$ cat config.mk
export PLATFORM = sky130hd
export DESIGN_NAME = branch_history_unit
export DESIGN_NICKNAME = d
export VERILOG_FILES = /design/src/rtl/bhu_pkg.sv /design/src/rtl/bhu_ckpt_fifo.sv /design/src/rtl/branch_history_unit.sv
export SDC_FILE = /design/constraint.sdc
export NUM_CORES = 1
export LEC_CHECK = 0
export CORE_ASPECT_RATIO = 1.2
export CORE_UTILIZATION = 49
export DETAILED_ROUTE_END_ITERATION = 8
export GPL_ROUTABILITY_DRIVEN = 0
export PLACE_DENSITY = 0.84
export SLEW_MARGIN = 10
export SYNTH_ARGS = -nofsm -noshare
export SYNTH_HDL_FRONTEND = slang
export SYNTH_SLANG_ARGS = --single-unit
$ cat constraint.sdc
create_clock -name clk -period 2.7 [get_ports clk]
set_clock_uncertainty 0.2 [all_clocks]
set_input_delay 0.54 -clock clk [delete_from_list [all_inputs] [get_ports clk]]
set_output_delay 0.54 -clock clk [all_outputs]
set_load 0.01 [all_outputs]
$ cat src/rtl/bhu_pkg.sv
// Shared types and the history shift helper for the branch history unit.
package bhu_pkg;

  localparam int HIST_W = 8;
  localparam int MAX_HIST_W = 64;

  typedef struct packed {
    logic [HIST_W-1:0] hist;
    logic              pred;
  } bhu_entry_t;

  // New direction enters at bit w-1 and the history moves right; h must be zero above w.
  function automatic logic [MAX_HIST_W-1:0] shift_in(
    input logic [MAX_HIST_W-1:0] h,
    input int unsigned           w,
    input logic                  b
  );
    return (h >> 1) | (MAX_HIST_W'(b) << (w - 1));
  endfunction

endpackage

$ cat src/rtl/bhu_ckpt_fifo.sv
// Checkpoint FIFO holding one {history, prediction} entry per in-flight branch.
module bhu_ckpt_fifo #(
  parameter int W     = 9,
  parameter int DEPTH = 4,
  parameter int CNT_W = $clog2(DEPTH + 1)
) (
  input  logic             clk,
  input  logic             rst_n,
  input  logic             push,
  input  logic [W-1:0]     push_data,
  input  logic             pop,
  input  logic             clear,
  output logic [W-1:0]     head,
  output logic [CNT_W-1:0] count
);

  localparam int PTR_W = $clog2(DEPTH);

  logic [W-1:0]     mem [DEPTH];
  logic [PTR_W-1:0] rd_ptr;
  logic [PTR_W-1:0] wr_ptr;

  // DEPTH is a power of two, so pointers wrap naturally.
  always_ff @(posedge clk or negedge rst_n) begin
    if (!rst_n) begin
      rd_ptr <= '0;
      wr_ptr <= '0;
      count  <= '0;
    end else if (clear) begin
      rd_ptr <= '0;
      wr_ptr <= '0;
      count  <= '0;
    end else begin
      if (push) wr_ptr <= wr_ptr + PTR_W'(1);
      if (pop)  rd_ptr <= rd_ptr + PTR_W'(1);
      count <= count + CNT_W'(push) - CNT_W'(pop);
    end
  end

  always_ff @(posedge clk) begin
    if (push && !clear) mem[wr_ptr] <= push_data;
  end

  assign head = mem[rd_ptr];

endmodule

$ cat src/rtl/branch_history_unit.sv
// Speculative global branch history with per-branch checkpoints and one-cycle
// recovery on mispredict or flush.
module branch_history_unit
  import bhu_pkg::*;
#(
  parameter int HIST_W = 8,
  parameter int DEPTH  = 4,
  parameter int CNT_W  = $clog2(DEPTH + 1)
) (
  input  logic              clk,
  input  logic              rst_n,
  input  logic              pred_valid,
  input  logic              pred_taken,
  output logic              pred_ready,
  output logic [HIST_W-1:0] hist_spec,
  input  logic              res_valid,
  input  logic              res_taken,
  output logic              res_miss,
  output logic [HIST_W-1:0] res_hist,
  input  logic              flush,
  output logic [HIST_W-1:0] hist_commit,
  output logic [CNT_W-1:0]  count,
  output logic              err_underflow
);

  typedef struct packed {
    logic [HIST_W-1:0] hist;
    logic              pred;
  } entry_t;

  entry_t      head;
  entry_t      push_entry;
  logic [HIST_W:0] head_raw;
  logic        nonempty;
  logic        has_res;
  logic        push_ok;
  logic        pop;
  logic        clear;
  logic [HIST_W-1:0] resolved_hist;
  logic [HIST_W-1:0] pushed_hist;

  function automatic logic [HIST_W-1:0] shift(input logic [HIST_W-1:0] h, input logic b);
    return HIST_W'(shift_in(MAX_HIST_W'(h), HIST_W, b));
  endfunction

  assign head       = entry_t'(head_raw);
  assign nonempty   = (count != '0);
  assign has_res    = res_valid & nonempty;
  assign res_miss   = has_res & (res_taken != head.pred);
  assign res_hist   = nonempty ? head.hist : '0;
  assign pred_ready = (count < CNT_W'(DEPTH)) | (has_res & ~res_miss);

  // Mispredict and flush both squash the whole FIFO, including a same-cycle push.
  assign clear      = flush | res_miss;
  assign push_ok    = pred_valid & pred_ready & ~clear;
  assign pop        = has_res & ~clear;

  assign resolved_hist = shift(head.hist, res_taken);
  assign pushed_hist   = shift(hist_spec, pred_taken);
  assign push_entry    = '{hist: hist_spec, pred: pred_taken};

  bhu_ckpt_fifo #(
    .W     (HIST_W + 1),
    .DEPTH (DEPTH),
    .CNT_W (CNT_W)
  ) u_fifo (
    .clk       (clk),
    .rst_n     (rst_n),
    .push      (push_ok),
    .push_data (push_entry),
    .pop       (pop),
    .clear     (clear),
    .head      (head_raw),
    .count     (count)
  );

  // Flush restores to the post-resolve committed history; a miss to the corrected one.
  always_ff @(posedge clk or negedge rst_n) begin
    if (!rst_n) begin
      hist_spec     <= '0;
      hist_commit   <= '0;
      err_underflow <= 1'b0;
    end else begin
      if (has_res) hist_commit <= resolved_hist;
      if (res_valid && !nonempty) err_underflow <= 1'b1;
      if (flush)         hist_spec <= has_res ? resolved_hist : hist_commit;
      else if (res_miss) hist_spec <= resolved_hist;
      else if (push_ok)  hist_spec <= pushed_hist;
    end
  end

endmodule

==> summary.txt, run 1 <==
Status
  • Status: finished with violations
  • Violated checks: DRC, setup timing

Route
  • Initial drt markers: 183
  • DR pass1 iterations: 6
  • Vias/cell: 5.68
  • Drt wl/cell: 18.7 µm
  • Via count: 1908
  • Total wire length: 6.28 mm
  • Residual DRC count: 6
  • Detail Route Antenna Nets: 0

Synth
  • Syn_nets: 209
  • Synth Register Bits: 60
  • Mux cell area share after synthesis: 0.138
  • Adder-Cell Fraction of Synth Area: 0.0345
  • Post-Synth Simple-Gate Area: 0.0958
  • Synth warnings: 0
  • Compound-Gate Fraction of Synth Area: 0.0781
  • Mapped Avg Cell Area: 14.1 µm²
  • Post-synth EDFFs: 36
  • Synth Area in XOR/XNOR: 0.00953
  • Sequential fraction of the synthesis area: 0.610
  • Synth unique cells: 42
  • Syn Inst Count: 195
  • Largest family of logic cells by synthesized area: multiplexers
  • Post-synthesis async set-or-reset flop share: 0.400
  • Mapped Area: 2760 µm²
  • Synth Flop Type: edfxtp_1

Timing
  • Final worst setup slack: -171 ps
  • Max Slew Vio Count: 0
  • Final Hold Viols: 0
  • Worst hold margin: 258 ps
  • Final setup viols: 1
  • RSZ-0062 raised after global routing: true
  • Part of the cycle the worst path needs: 1.06
  • Slew headroom: 0.719
  • F_max: 348 MHz
  • Worst Max-Slew Pin Slew: 422 ps
  • Final min period: 2870 ps

Floorplanning
  • Die X: 70.5 µm
  • Row Count: 29
  • Num ports: 37
  • Total die area: 5930 µm²
  • Core ar.: 5370 µm²
  • Starting Density: 0.513
  • Die Ht: 84.2 µm

Global routing
  • Routing usage on met1: 0.289
  • All-Layer GR Usage: 0.227
  • GRT met2 Usage: 0.356
  • Busiest grt layer: met2
  • Met3 Usage GRT: 0.0768
  • Initial antenna violation count: 0
  • First-pass GRT wire length: 9.70 mm
  • Largest net degree at the start of global routing: 25
  • Overflow left after global routing: 0
  • Vias in the first global route: 1891

Setup path
  • CP max FO: 4
  • FF-to-FF setup slack: -170 ps
  • Critical Path RT: 2760 ps
  • Worst R2R Path Depth: 12
  • CP Capture Type: flop
  • Startpoint Class: flop
  • Arrival time at the worst endpoint: 2930 ps
  • FF-to-FF End: u_fifo.count[2]$_DFF_PN0_
  • Crit Path Category: reg2reg
  • Worst Setup EP: u_fifo.count[2]$_DFF_PN0_
  • Worst setup path startpoint: u_fifo.rd_ptr[1]$_DFFE_PN0P_
  • R2R Path Start: u_fifo.rd_ptr[1]$_DFFE_PN0P_

Finish
  • Ant diodes: 0
  • Commonest cells after routing, fill and taps aside: 36 x edfxtp_1, 28 x buf_4, 25 x clkdlybuf4s50_1
  • Commonest non-fill, non-tap cell in the layout: edfxtp_1
  • Nets: 283
  • Layout cell share with drive strength beyond 1: 0.285
  • Fin util: 0.684
  • Area Overhead vs Synth: 33.2%

Job
  • Max-cap violations: 0

Hold path
  • HP Class: reg2reg

CTS
  • Cts hold-fix bufs: 0
  • CTS tree: done
  • Worst-Skew Late Latency: 350 ps
  • Htree depth: 3
  • Reg clk slew, reported paths: 80 ps
  • Cts bufs inserted: 9
  • CTS Buffer Depth: 2
  • Clk sinks: 60
  • Root Buffer: clkbuf_8

Power and ir drop
  • Maximum VDD drop: 0.583 mV
  • PD cells: 991 nW/µm²
  • Leak Pwr: 1.49 nW

Placement
  • Setup WS pre-CTS: -601 ps
  • DP Wirelength: 4.02 mm
  • I/O Buffers: 36
## worst min path at each step
stage                                           end  depth (start not counted)                      start  slack [ps]
final                     err_underflow$_DFFE_PN0P_                          1  err_underflow$_DFFE_PN0P_         260
after global routing      err_underflow$_DFFE_PN0P_                          1  err_underflow$_DFFE_PN0P_         280
after CTS                 err_underflow$_DFFE_PN0P_                          1  err_underflow$_DFFE_PN0P_         260
after detailed placement  err_underflow$_DFFE_PN0P_                          1  err_underflow$_DFFE_PN0P_         250
after global placement    err_underflow$_DFFE_PN0P_                          1  err_underflow$_DFFE_PN0P_         250
after floorplan           err_underflow$_DFFE_PN0P_                          0                      rst_n          40
## Yosys cell counts, drive strengths merged, types with 2 or more instances
library cell | count | share of area
edfxtp | 36 | 0.39
dfrtp | 24 | 0.22
nand2 | 19 | 0.026
inv | 14 | 0.019
mux2i | 10 | 0.042
and2 | 9 | 0.021
mux4 | 8 | 0.075
nor2b | 8 | 0.018
ha | 6 | 0.027
nor2 | 6 | 0.0082
a21o | 5 | 0.014
clkbuf | 5 | 0.0068
mux2 | 5 | 0.020
nand3 | 5 | 0.0091
o221ai | 4 | 0.013
a222oi | 3 | 0.011
buf | 3 | 0.0086
nor3 | 3 | 0.0054
o21ai | 3 | 0.0054
a211oi | 2 | 0.0054
a21oi | 2 | 0.0036
a31oi | 2 | 0.0068
xnor2 | 2 | 0.0064
## per-stage QoR
| stage | cell area [µm²] | instances | TNS [ps] | power (mW) |
|---|---|---|---|---|
| floorplan | 2760 | 195 | -82.0 | 2.08 |
| detailed placement | 3410 | 312 | -12430 | 2.81 |
| global route | 3670 | 336 | -551 | 3.83 |
| global placement | 3410 | 312 | -11600 | 2.76 |
| CTS | 3640 | 332 | -117 | 3.62 |
| finish | 3670 | 336 | -171 | 3.64 |
## layer usage
metal	share of wire	vias to the layer above	wire [µm]
li1	-	865	-
met1	0.41	939	2610
met2	0.50	93	3160
met3	0.065	11	407
met4	0.018	0	112
met5	0	-	0
## report_power, final
part           internal, mW  total (mW)  switching (mW)
logic                 0.726        1.39           0.668
clock network         0.430       0.812           0.382
registers              1.24        1.43           0.194
total                  2.39        3.64            1.24
## layout make-up
cell class	count	area, µm²
Clock buffer	9	124
Tap cell	62	77.6
Sequential cell	60	1680
Clock inverter	7	76.3
Fill cell	379	1700
Timing Repair Buffer	71	669
Inverter	14	52.6
Multi-Input combinational cell	113	988
## flip-flops by register name, summed over array words and instances, names as in the netlist
signal         count
hist_commit        8
u_fifo.count       3
hist_spec          8
u_fifo.mem        36
u_fifo.rd_ptr      2
u_fifo.wr_ptr      2
err_underflow      1
## repair_timing
action | 4_1_cts | 5_1_grt
buffers inserted | 4 | 4
setup endpoints to repair | 12 | 8
resized for setup | 33 | 9
pin swaps | 0 | 1
## critical path, stage by stage, from the launching register on
cell     delay [ps]
dfrtp_2         440
mux2i_4         270
mux2_4          340
a21o_1          190
nor2_2           90
ha_1            220
inv_1            60
ha_1            130
inv_1            50
fa_2            330
xor2_1          150
xnor2_1         130
nor3_1          180
## logic make-up (layout without fill, tap and decap cells)
family	count (synthesis)	count (layout)
muxes	23	23
adders and majority gates	7	7
and+or+nand+nor	53	53
buffers and inverters	22	101
AOI/OAI and AO/OA	27	27
xor gates and xnor gates	3	3
DFF	60	60
Note: power is estimated with default switching activity, not from simulation.
==> run 2, diff against run 1 <==
--- a/config.mk
+++ b/config.mk
@@ -7,2 +7,3 @@
 export LEC_CHECK = 0
+export ABC_CLOCK_PERIOD_IN_PS = 2700
 export CORE_ASPECT_RATIO = 1.2
@@ -12,3 +13,3 @@
 export PLACE_DENSITY = 0.84
-export SLEW_MARGIN = 10
+export SLEW_MARGIN = 30
 export SYNTH_ARGS = -nofsm -noshare
==> constraint.sdc (replaced) <==
create_clock -name clk -period 2.7 [get_ports clk]
set_clock_uncertainty 0.2 [all_clocks]
set_input_delay 0.81 -clock clk [delete_from_list [all_inputs] [get_ports clk]]
set_output_delay 0.81 -clock clk [all_outputs]
set_load 0.01 [all_outputs]
==> run 2 against run 1 <==
The flow still finishes with violations (DRC, setup timing). Sequential share of layout area down 2.6 points. Fmax down 2.6%. Die area unchanged. Combinational power up 14%. Sequential power about the same. Flip-flop and latch count unchanged. Worst setup slack worse by 77 ps. Non-clock buffer count up 24. Routed wire length up 15%. Via count up 5.9%. Cell count up 7.1%. Largest cell class unchanged.
==> summary.txt, run 2 (synthesis results as in run 1) <==
Route
  • Drt wl/cell: 20.0 µm (was 18.7 µm)
  • Via count: 2020 (was 1908)
  • Initial drt markers: 207 (was 183)
  • Total wire length: 7.22 mm (was 6.28 mm)
  • Vias/cell: 5.61 (was 5.68)
  • Residual DRC count: 8 (was 6)
  • Detail Route Antenna Nets: 0 (unchanged)
  • DR pass1 iterations: 7 (was 6)

Timing
  • Final setup viols: 12 (was 1)
  • Worst hold margin: 262 ps (was 258 ps)
  • Final worst setup slack: -248 ps (was -171 ps)
  • Max Slew Vio Count: 0 (unchanged)
  • Final setup TNS: -1500 ps (was -171 ps)
  • Final min period: 2950 ps (was 2870 ps)
  • RSZ-0062 raised after global routing: true (unchanged)
  • Slew headroom: 0.728 (was 0.719)
  • Part of the cycle the worst path needs: 1.09 (was 1.06)
  • Worst Max-Slew Pin Slew: 408 ps (was 422 ps)
  • F_max: 339 MHz (was 348 MHz)
  • Final Hold Viols: 0 (unchanged)

Finish
  • Top reg by flops: u_fifo.mem (unchanged)
  • Leading registers by flop count: u_fifo.mem (36), hist_commit (8), hist_spec (8) (unchanged)
  • Area Overhead vs Synth: 41.2% (was 33.2%)
  • Fin util: 0.725 (was 0.684)
  • Layout cell share with drive strength beyond 1: 0.376 (was 0.285)
  • Ant diodes: 0 (unchanged)
  • Filler cell count: 323 (was 379)
  • Commonest cells after routing, fill and taps aside: 46 x buf_4, 36 x edfxtp_1, 25 x clkdlybuf4s50_1 (was 36 x edfxtp_1, 28 x buf_4, 25 x clkdlybuf4s50_1)
  • Commonest non-fill, non-tap cell in the layout: buf_4 (was edfxtp_1)
  • Nets: 307 (was 283)
  • Max reg flops: 36 (unchanged)

Global routing
  • Initial antenna violation count: 0 (unchanged)
  • All-Layer GR Usage: 0.255 (was 0.227)
  • First-pass GRT wire length: 11.0 mm (was 9.70 mm)
  • Largest net degree at the start of global routing: 25 (unchanged)
  • Overflow left after global routing: 0 (unchanged)
  • Vias in the first global route: 2129 (was 1891)

CTS
  • Htree depth: 3 (unchanged)
  • CTS tree: done (unchanged)
  • Reg clk slew, reported paths: 60 ps (was 80 ps)
  • Clk sinks: 60 (unchanged)
  • CTS Buffer Depth: 2 (unchanged)
  • Root Buffer: clkbuf_8 (unchanged)
  • Cts bufs inserted: 9 (unchanged)
  • Worst-Skew Late Latency: 340 ps (was 350 ps)
  • Cts hold-fix bufs: 0 (unchanged)

Status
  • Violated checks: DRC, setup timing (unchanged)
  • Status: finished with violations (unchanged)

Job
  • Max-cap violations: 0 (unchanged)

Power and ir drop
  • PD cells: 1010 nW/µm² (was 991 nW/µm²)
  • Maximum VDD drop: 0.728 mV (was 0.583 mV)
  • Leak Pwr: 1.64 nW (was 1.49 nW)

Placement
  • DP Wirelength: 4.59 mm (was 4.02 mm)
  • I/O Buffers: 36 (unchanged)

Setup path
  • CP max FO: 5 (was 4)
  • Critical Path RT: 2750 ps (was 2760 ps)
  • Startpoint Class: input pin (was flop)
  • CP Capture Type: flop (unchanged)
  • Crit Path Category: in2reg (was reg2reg)
  • Arrival time at the worst endpoint: 3000 ps (was 2930 ps)

Floorplanning
  • Die X: 70.5 µm (unchanged)
  • Total die area: 5930 µm² (unchanged)
  • Starting Density: 0.513 (unchanged)
  • Num ports: 37 (unchanged)
  • Row Count: 29 (unchanged)
  • Die Ht: 84.2 µm (unchanged)
  • Core ar.: 5370 µm² (unchanged)

Hold path
  • HP Class: reg2reg (unchanged)
-- run 2: cell count changes in the layout (fill, tap and decap cells not counted), sizes merged --
cell / delta
buf: +33
dlygate4sd2: -4
clkdlybuf4s15: -3
bufinv: +1
clkinv: -1
clkinvlp: -1
inv: -1
-- run 2: area by class of cell --
class,instances,area (µm²),area share
flip-flops and latches,60,1680,0.433
multi-input cells,113,1020,0.262
repair buffers,95,841,0.216
clock buffers,11,141,0.0363
well taps,62,77.6,0.0199
clock inverters,5,76.3,0.0196
inverters,14,52.6,0.0135
-- run 2: path summary, 6_finish.rpt --
path                                                 to  cells past startpoint  slack [ps]                    startpoint
min in group asynchronous      hist_spec[6]$_DFFE_PN0P_                      2         640                         rst_n
max in group asynchronous  u_fifo.rd_ptr[0]$_DFFE_PN0P_                      2        1370                         rst_n
hold reg to reg               err_underflow$_DFFE_PN0P_                      1         260     err_underflow$_DFFE_PN0P_
hold / removal                err_underflow$_DFFE_PN0P_                      1         260     err_underflow$_DFFE_PN0P_
setup reg to reg              u_fifo.count[2]$_DFF_PN0_                     12        -220  u_fifo.rd_ptr[1]$_DFFE_PN0P_
setup / recovery              u_fifo.count[2]$_DFF_PN0_                     13        -250                     res_taken
-- run 2: what timing repair did --
| action | in CTS | in global routing |
|---|---|---|
| gates resized for setup | 66 | 17 |
| buffers inserted | 9 | 11 |
| pin swaps | 4 | 4 |
| endpoints found under the setup margin | 58 | 18 |
-- run 2: critical path, cell delays in order --
cell and delay, ps:
buf_4 140, or2b_1 220, mux2_4 290, a21o_1 210, nor2_1 120, ha_1 240, inv_1 60, ha_1 130
inv_1 50, fa_2 330, xor2_1 150, xnor2_1 120, nor3_1 130
-- run 2: power by group --
group / total (mW) / internal (mW) / switching [mW]
registers: 1.45 / 1.24 / 0.215
logic: 1.58 / 0.843 / 0.738
clock network: 0.901 / 0.541 / 0.360
-- run 2: layer usage --
layer	global-route usage	part of all wire
met4	0.132	0.035
met3	0.0504	0.067
met1	0.320	0.39
met5	0	0
met2	0.420	0.51
-- run 2: stage by stage --
step | power [mW] | cells | instance area (µm²) | setup slack, ps
after floorplan | 2.08 | 195 | 2760 | -341
after global placement | 2.82 | 326 | 3480 | -882
after detailed placement | 2.88 | 326 | 3480 | -934
after CTS | 3.82 | 351 | 3780 | -243
after global routing | 4.12 | 360 | 3890 | -359
final | 3.94 | 360 | 3890 | -248
